`src/rtl/spdif_pkg.sv`:
```
// Shared types for the S/PDIF sample path: state encoding, sample pair layout and
// counter width.
package spdif_pkg;
  localparam int SAMPLE_W = 16;
  localparam int UCNT_W   = 8;

  typedef enum logic [1:0] {
    ST_IDLE  = 2'd0,
    ST_PRIME = 2'd1,
    ST_RUN   = 2'd2,
    ST_MUTE  = 2'd3
  } state_e;

  // Stored as {r,l} so a FIFO entry is one 32-bit word.
  typedef struct packed {
    logic [SAMPLE_W-1:0] r;
    logic [SAMPLE_W-1:0] l;
  } pair_t;
endpackage

```
`src/rtl/spdif_sample_fifo.sv`:
```
// Synchronous FIFO of stereo pairs. The head entry is shown combinationally and
// the level carries one extra bit so that full and empty are distinct.
module spdif_sample_fifo
  import spdif_pkg::*;
#(
  parameter int DEPTH = 4
) (
  input  logic                   clk_i,
  input  logic                   rst_i,
  input  logic                   push,
  input  logic                   pop,
  input  logic                   flush,
  input  pair_t                  din,
  output pair_t                  dout,
  output logic [$clog2(DEPTH):0] level
);
  localparam int AW = $clog2(DEPTH);

  pair_t          mem [DEPTH];
  logic [AW-1:0]  wr_ptr, rd_ptr;

  always_ff @(posedge clk_i) begin
    if (push) mem[wr_ptr] <= din;
  end

  always_ff @(posedge clk_i) begin
    if (rst_i || flush) begin
      wr_ptr <= '0;
      rd_ptr <= '0;
      level  <= '0;
    end else begin
      if (push) wr_ptr <= wr_ptr + 1'b1;
      if (pop)  rd_ptr <= rd_ptr + 1'b1;
      case ({push, pop})
        2'b10:   level <= level + 1'b1;
        2'b01:   level <= level - 1'b1;
        default: level <= level;
      endcase
    end
  end

  assign dout = mem[rd_ptr];
endmodule

```
`src/rtl/spdif_sample_ctrl.sv`:
```
// Sample scheduler: buffers producer pairs, primes, then releases one pair per
// transmitter request; mutes and re-primes on underrun.
module spdif_sample_ctrl
  import spdif_pkg::*;
#(
  parameter int DEPTH = 4,
  parameter int PRIME = 2
) (
  input  logic                   clk_i,
  input  logic                   rst_i,
  input  logic                   enable_i,
  input  logic                   in_valid_i,
  output logic                   in_ready_o,
  input  logic [SAMPLE_W-1:0]    in_l_i,
  input  logic [SAMPLE_W-1:0]    in_r_i,
  input  logic                   sample_req_i,
  output logic [SAMPLE_W-1:0]    audio_l_o,
  output logic [SAMPLE_W-1:0]    audio_r_o,
  output logic [$clog2(DEPTH):0] level_o,
  output logic [UCNT_W-1:0]      underrun_cnt_o,
  output logic [1:0]             state_o
);
  localparam int LW = $clog2(DEPTH) + 1;

  state_e          state;
  pair_t           aud, head, din;
  logic [LW-1:0]   level;
  logic            empty, push, pop;

  assign empty      = (level == '0);
  // Ready depends only on registered state, so producers see no comb path.
  assign in_ready_o = (state != ST_IDLE) && (level < LW'(DEPTH));
  assign push       = in_valid_i && in_ready_o;
  assign pop        = enable_i && (state == ST_RUN) && sample_req_i && !empty;
  assign din        = '{r: in_r_i, l: in_l_i};

  spdif_sample_fifo #(.DEPTH(DEPTH)) u_fifo (
    .clk_i (clk_i),
    .rst_i (rst_i),
    .push  (push),
    .pop   (pop),
    .flush (!enable_i),
    .din   (din),
    .dout  (head),
    .level (level)
  );

  always_ff @(posedge clk_i) begin
    if (rst_i) begin
      state          <= ST_IDLE;
      aud            <= '0;
      underrun_cnt_o <= '0;
    end else if (!enable_i) begin
      state <= ST_IDLE;
      aud   <= '0;
    end else begin
      case (state)
        ST_IDLE:  state <= ST_PRIME;
        ST_PRIME: if (level >= LW'(PRIME)) state <= ST_RUN;
        ST_RUN: begin
          if (sample_req_i) begin
            if (!empty) begin
              aud <= head;
            end else begin
              // Underrun: output silence rather than repeating the last pair.
              aud   <= '0;
              state <= ST_MUTE;
              if (underrun_cnt_o != '1) underrun_cnt_o <= underrun_cnt_o + 1'b1;
            end
          end
        end
        ST_MUTE:  state <= ST_PRIME;
        default:  state <= ST_IDLE;
      endcase
    end
  end

  assign audio_l_o = aud.l;
  assign audio_r_o = aud.r;
  assign level_o   = level;
  assign state_o   = state;
endmodule

```
`config.mk`:
```
export PLATFORM = sky130hd
export DESIGN_NAME = spdif_sample_ctrl
export DESIGN_NICKNAME = d
export VERILOG_FILES = /design/src/rtl/spdif_pkg.sv /design/src/rtl/spdif_sample_fifo.sv /design/src/rtl/spdif_sample_ctrl.sv
export SDC_FILE = /design/constraint.sdc
export NUM_CORES = 1
export LEC_CHECK = 0
export BUFFER_PORTS_ARGS = -buffer_cell sky130_fd_sc_hd__buf_2
export CORE_ASPECT_RATIO = 1.4
export CORE_MARGIN = 2
export CORE_UTILIZATION = 41
export DETAILED_ROUTE_END_ITERATION = 10
export PLACE_DENSITY = 0.68
export SYNTH_ARGS = -nofsm -noshare
export SYNTH_HDL_FRONTEND = slang
export SYNTH_SLANG_ARGS = --single-unit
export TNS_END_PERCENT = 50
```
`constraint.sdc`:
```
create_clock -name clk_i -period 2.9 [get_ports clk_i]
set_clock_uncertainty 0.2 [all_clocks]
set_input_delay 0.145 -clock clk_i [delete_from_list [all_inputs] [get_ports clk_i]]
set_output_delay 0.145 -clock clk_i [all_outputs]
set_load 0.05 [all_outputs]
```
# Word level (Yosys, flattened, before mapping)

Memory sizes are Yosys's and may differ from the RTL's. A register that Yosys moved wholly into a read port is not among the register bits.
Index checks and enable logic that the tools add are counted.

Eq/ne operators: 9
Mux-type cells: 10
Div/mod/pow operators: 0
Add/sub/neg operators: 5
Reduce and logical (&&, ||, !) cells: 17
Bitwise gates (word level): 1
Multiply operators: 0
Shifts and indexed selects: 0
$lt $le $gt $ge: 2

Operator list:

| kind                                                               | number |
|---|---|
| 2-to-1 mux 32 bit                                                  | 1 |
| 2-to-1 mux 2 bit                                                   | 5 |
| adder 8 x 1 -> 8 bit (second input constant)                       | 1 |
| inequality test 8 bit (second input constant)                      | 1 |
| equality test 2 bit (second input constant)                        | 3 |
| inequality test 2 bit (second input constant)                      | 3 |
| one-hot mux 2 bit (3 select lines)                                 | 1 |
| one-hot mux 3 bit (2 select lines)                                 | 1 |
| logical AND 1 bit                                                  | 5 |
| AND reduction 5 bit                                                | 1 |
| adder 2 x 1 -> 2 bit (second input constant)                       | 2 |
| equality test 2 x 1 -> 1 bit (second input constant)               | 2 |
| nonzero test 2 bit                                                 | 2 |
| OR reduction 2 bit                                                 | 2 |
| adder 3 x 1 -> 3 bit (second input constant)                       | 1 |
| greater-or-equal comparator 3 x 2 -> 1 bit (second input constant) | 1 |
| logical NOT 3 bit                                                  | 1 |
| < comparator 3 bit (second input constant)                         | 1 |
| AND reduction 3 bit                                                | 1 |
| subtractor 3 x 1 -> 3 bit (second input constant)                  | 1 |
| logical NOT 1 bit                                                  | 2 |
| logical NOT 2 bit                                                  | 1 |
| 2-to-1 mux 1 bit                                                   | 2 |
| AND reduction 2 bit                                                | 1 |
| other kinds (2)                                                    | 2 |

Memories kept: 1
Output and inout port bits: 46
Memory bits (read-only): 0
Flip-flop bits (word level): 49
Input port bits: 37
Logic and storage cells: 52
Latch bits: 0
RAM bits: 128

Memories:

| memory     | depth | width | read ports | clocked after memory_dff | wr ports | RTL line                | source |
|---|---|---|---|---|---|---|---|
| u_fifo.mem | 4     | 32    | 1          | 1                        | 1        | spdif_sample_fifo.sv:19 | `pair_t mem [DEPTH];` |

# Depth between registers and ports, before layout

Depth after elaboration: 6
Mapped depth: 12
Gate-level depth less buffers: 10

# By module

A second synthesis with hierarchy kept.

Cell total of the unflattened synthesis: 389
Area, all modules: 6734.0 µm²

By module, submodules not included:

| module            | sequential area each (µm²) | instances | cells each | area each (µm²) |
|---|---|---|---|---|
| spdif_sample_fifo | 4023.9                     | 1         | 213        | 5087.4 |
| spdif_sample_ctrl | 840.8                      | 1         | 176        | 1646.6 |

# Worst setup path before layout

Ideal clock, no wire load.

Path kind: register -> register
From: reg state[1], in the netlist state_o[1]
To: reg u_fifo.level[2]
Buffers on the path: 2
Arrival time: 2.753 ns
Setup time: 0.070 ns
Data required time: 2.630 ns
Slack: -0.123 ns
Stages on the path, launching flop included: 12
Clock period less this slack: 3.023 ns
Cell sequence: dfxtp_1 > ha_1 > o311a_2 > buf_2 > buf_2 > and2_1 > ha_1 > inv_1 > fa_1 > xor2_1 > or3_1 > a21oi_1

Cells in the longest elaborated chain, start to end: 6
Elaborated cells between the ends (all ways): 11
Those cells by class: eq/ne: 3; mux: 1; reduce/logical: 7

Ends and longest elaborated chain:

| what                                                                     | RTL line                | source |
|---|---|---|
| from (decl)                                                              | spdif_sample_ctrl.sv:25 | `state_e state;` |
| from (signal assigned)                                                   | spdif_sample_ctrl.sv:50 | `state <= ST_IDLE;` |
| from (signal assigned)                                                   | spdif_sample_ctrl.sv:54 | `state <= ST_IDLE;` |
| from (signal assigned)                                                   | spdif_sample_ctrl.sv:58 | `ST_IDLE: state <= ST_PRIME;` |
| equality test 2 bit *                                                    | spdif_sample_ctrl.sv:34 | `assign pop = enable_i && (state == ST_RUN) && sample_req_i && !empty;` |
| logical AND 1 bit * (3 in a row)                                         | spdif_sample_ctrl.sv:34 |  |
| named net pop                                                            | spdif_sample_ctrl.sv:28 | `logic empty, push, pop;` |
| equality test 2 x 1 -> 1 bit or equality test 2 bit (tied branches)      | spdif_sample_fifo.sv:34 | `case ({push, pop})` |
| one-hot mux 3 bit (2 select lines) or nonzero test 2 bit (tied branches) | -                       |  |
| to (signal assigned)                                                     | spdif_sample_fifo.sv:35 | `2'b10: level <= level + 1'b1;` |
| to (signal assigned)                                                     | spdif_sample_fifo.sv:36 | `2'b01: level <= level - 1'b1;` |
| to (signal assigned)                                                     | spdif_sample_fifo.sv:37 | `default: level <= level;` |
| to (decl)                                                                | spdif_sample_fifo.sv:15 | `output logic [$clog2(DEPTH):0] level` |

The timed path passes the listed nets; every way through them passes the cells marked *.
A chain may end at the register's enable or synchronous reset.

# Final worst setup path

From: reg state[0], in the netlist state_o[0]
To: reg u_fifo.level[2]

Cells in the longest elaborated chain, start to end: 6
Elaborated cells between the ends (all ways): 11
Those cells by class: eq/ne: 3; mux: 1; reduce/logical: 7

Ends and longest elaborated chain:

| what                                                                     | RTL line |
|---|---|
| equality test 2 bit                                                      | spdif_sample_ctrl.sv:34 |
| logical AND 1 bit (3 in a row)                                           | spdif_sample_ctrl.sv:34 |
| equality test 2 x 1 -> 1 bit or equality test 2 bit (tied branches)      | spdif_sample_fifo.sv:34 |
| one-hot mux 3 bit (2 select lines) or nonzero test 2 bit (tied branches) | - |

Parallel ways exist; a longest one is shown, timed or not.

==> reports/results.tsv <==
stage	metric	value	unit
run_status	status	finished clean	
global_routing	first-pass GRT wire length	20500	um
timing	max-slew violation count	0	
finish	commonest non-fill, non-tap cell in the layout	edfxtp_1	
timing	final setup TNS	0	ns
detailed_routing	final wirelength	12900	um
critical_path	CP endpoint kind	flop	
timing	Tcrit/Tclk final	88.0	%
finish	area growth from synthesis to layout	24.0	%
synthesis	number of synthesized flops with an enable pin	128	
critical_path	WP data arrival	2.68	ns
synthesis	Post-Synthesis Cells	384	
synthesis	Syn Std Cell Area	6640	um2
job	Max-Cap Viols	0	
detailed_routing	DR vias	3745	
synthesis	Syn Nets	431	
synthesis	sequential fraction of the synthesis area	73.2	%
critical_path	Slowest-stage cell, CP	nor3b_2	
critical_path	WP data required	3.02	ns
synthesis	proportion of netlist area held by the largest area contributor	57.9	%
finish	leading cell types in the layout, fill and taps excluded	edfxtp_1, buf_2, dfxtp_1	
detailed_routing	DRC viols	0	
global_routing	vias in the first global route	3948	
critical_path	cell mode on critical path	inv_1	
detailed_routing	antenna-violating nets left	0	
detailed_routing	post-DR wirelength/cell	17.9	um
place	I/O Buffers	82	
clocking	CTS Buf Count	17	
clocking	sinks on the clock net	179	
finish	share of cells above drive strength 1	32.7	%
timing	RSZ-0062 raised after global routing	false	
detailed_routing	first-iteration detailed-routing DRC count	240	
clocking	Clock H-tree levels	4	
synthesis	Area contributors post-synth	edfxtp_1, dfxtp_1, mux4_2, a22oi_1, nor2_1	
floorplanning	row count	55	
min_path	Min-Delay Path Class	in2reg	
clocking	Root Driver	clkbuf_16	
timing	final hold violation count	0	
place	Post-DP HPWL	8240	um
timing	Min Clock Period, post-route	2.55	ns
finish	Finished Layout Cells	719	
global_routing	total track usage	15.6	%
clocking	Max clock buf depth	2	
global_routing	initial antenna violation count	0	
pwr	power per cell area	624	nW/um2
timing	measured slew at the worst slew-check pin	0.921	ns
clocking	clk_lat worst skew	0.41	ns
floorplanning	CORE AREA	16000	um2
timing	Final setup viols	0	
critical_path	worst setup path start	state_o[0]$_SDFFE_PP0P_	
critical_path	Reg-to-Reg Start	state_o[0]$_SDFFE_PP0P_	
detailed_routing	first drt pass iteration count	4	
floorplanning	Die W	112	um
synthesis	#FFs+latches synth	179	
synthesis	Yosys top cell by area	edfxtp_1	
pwr	Leak	2.88	nW
floorplanning	# IOs	83	
synthesis	mean area per synthesized cell	17.3	um2
finish	antenna fix cells	0	
global_routing	met1 Use GR	17.4	%
global_routing	GR Util met2	28.9	%
floorplanning	Initial Util	41.4	%
global_routing	busiest layer in global routing	met2	
clocking	clock slew at reported path FFs	0.07	ns
place	dpl cells	654	
timing	max_slew headroom	38.6	%
synthesis	fraction of registers with async set/reset	0	%
synthesis	Ys Warns	0	
clocking	Setup Buffers After CTS	0	
critical_path	worst path cell trace	inv_1, ha_1, nor3b_2, inv_1, ha_1, inv_1, fa_1, xor2_1, or3_1, a21oi_1	
floorplanning	Die H	155	um
min_path	hold_sp	in_valid_i	
detailed_routing	Via density	5.21	
global_routing	met3 usage	3.57	%
timing	f_max	392	MHz
critical_path	Largest stage delay, worst path	0.44	ns
global_routing	Overflow after GRT	0	
critical_path	Critical Path Start Type	flop	
pwr	VDD IR max	0.364	mV
floorplanning	die footprint	17300	um2
critical_path	CP max FO	8	
place	routability cong.	0.779	
global_routing	maximum number of pins on one net before global-route repair	43	
critical_path	type of the worst setup path	reg2reg	
synthesis	Synth cell types	34	
finish	Final Util	51.4	%
synthesis	ys flop type	edfxtp_1	
clocking	CTS tree	yes	
finish	Final nets	554	
[final timing paths]
check	end	slack [ns]	cells past startpoint
hold / removal	u_fifo.wr_ptr[0]$_SDFFE_PP0P_	0.04	4
hold reg to reg	audio_r_o[4]$_SDFFE_PP0P_	0.31	2
setup reg to reg	u_fifo.level[2]$_SDFFE_PP0P_	0.35	10
setup / recovery	u_fifo.level[2]$_SDFFE_PP0P_	0.35	10
[report_power, final]
| group | internal (W) | switching (W) |
|---|---|---|
| Combinational | 0.0000785 | 0.0000925 |
| Clock | 0.00116 | 0.00105 |
| Sequential | 0.00276 | 0.00000753 |
[state kept, by name, summed over array words and instances (netlist names), named ones only]
name / cells
u_fifo.rd_ptr: 2
state_o: 2
underrun_cnt_o: 8
audio_l_o: 16
u_fifo.wr_ptr: 2
u_fifo.level: 3
audio_r_o: 16
u_fifo.mem: 128
[cell type report]
class                   instances  area (um2)
multi-input cells             175        1650
repair buffers                125         853
inverters                       9        33.8
flip-flops and latches        179        4870
clock buffers                  17         425
well taps                     199         249
fillers                      1328        7800
clock inverters                15         158
[what timing repair did]
action                    in CTS  in global routing
hold endpoints to repair     136                  0
resized for setup              0                  0
hold buffers                  33                  0
[critical path, delay by kind of cell, from the launching register on]
family / cells / cell delay [ns]
compound gates: 1 / 0.15
xor+xnor: 1 / 0.07
fa+ha+maj: 3 / 0.66
buf+inv: 3 / 0.26
flops: 1 / 0.37
simple gates: 2 / 0.74
[cells in the mapped netlist, types with 2 or more instances]
cell,instances
dfxtp_1,51
nand3_1,4
ha_1,9
and2_1,5
o21ai_0,5
or3_1,3
buf_4,2
buf_2,6
inv_1,9
a22oi_1,33
buf_1,3
edfxtp_1,128
nand2_1,4
mux4_2,32
o31ai_1,3
xor2_1,4
xnor2_1,2
nor2_1,45
a21oi_1,10
mux2i_1,2
clkbuf_1,9
or4_1,3
[kinds of logic after synthesis]
kind of cell             share of synthesized area, %
flip-flops                                       73.2
buffers and inverters                            2.03
XOR/XNOR                                        0.791
AND/OR/NAND/NOR                                  5.07
multiplexers                                     11.2
adder cells (fa/ha/maj)                          2.00
AO/OA/AOI/OAI                                    5.73
[routing by layer]
layer	up-vias	wire, um
met3	20	503
li1	1735	-
met4	0	242
met5	-	0
met2	109	7170
met1	1881	4980
[through the flow]
stage	power (W)	setup WS [ns]	instance area, um2	hold WS, ns
CTS	0.00519	0.324	8240	0.0268
global route	0.00530	0.133	8240	0.0645
global placement	0.00296	0.503	7320	0.161
floorplan	0.00289	0.000811	6640	0.0439
detailed placement	0.00296	0.377	7320	0.169
finish	0.00514	0.348	8240	0.0414
Note: power is estimated with default switching activity, not from simulation.
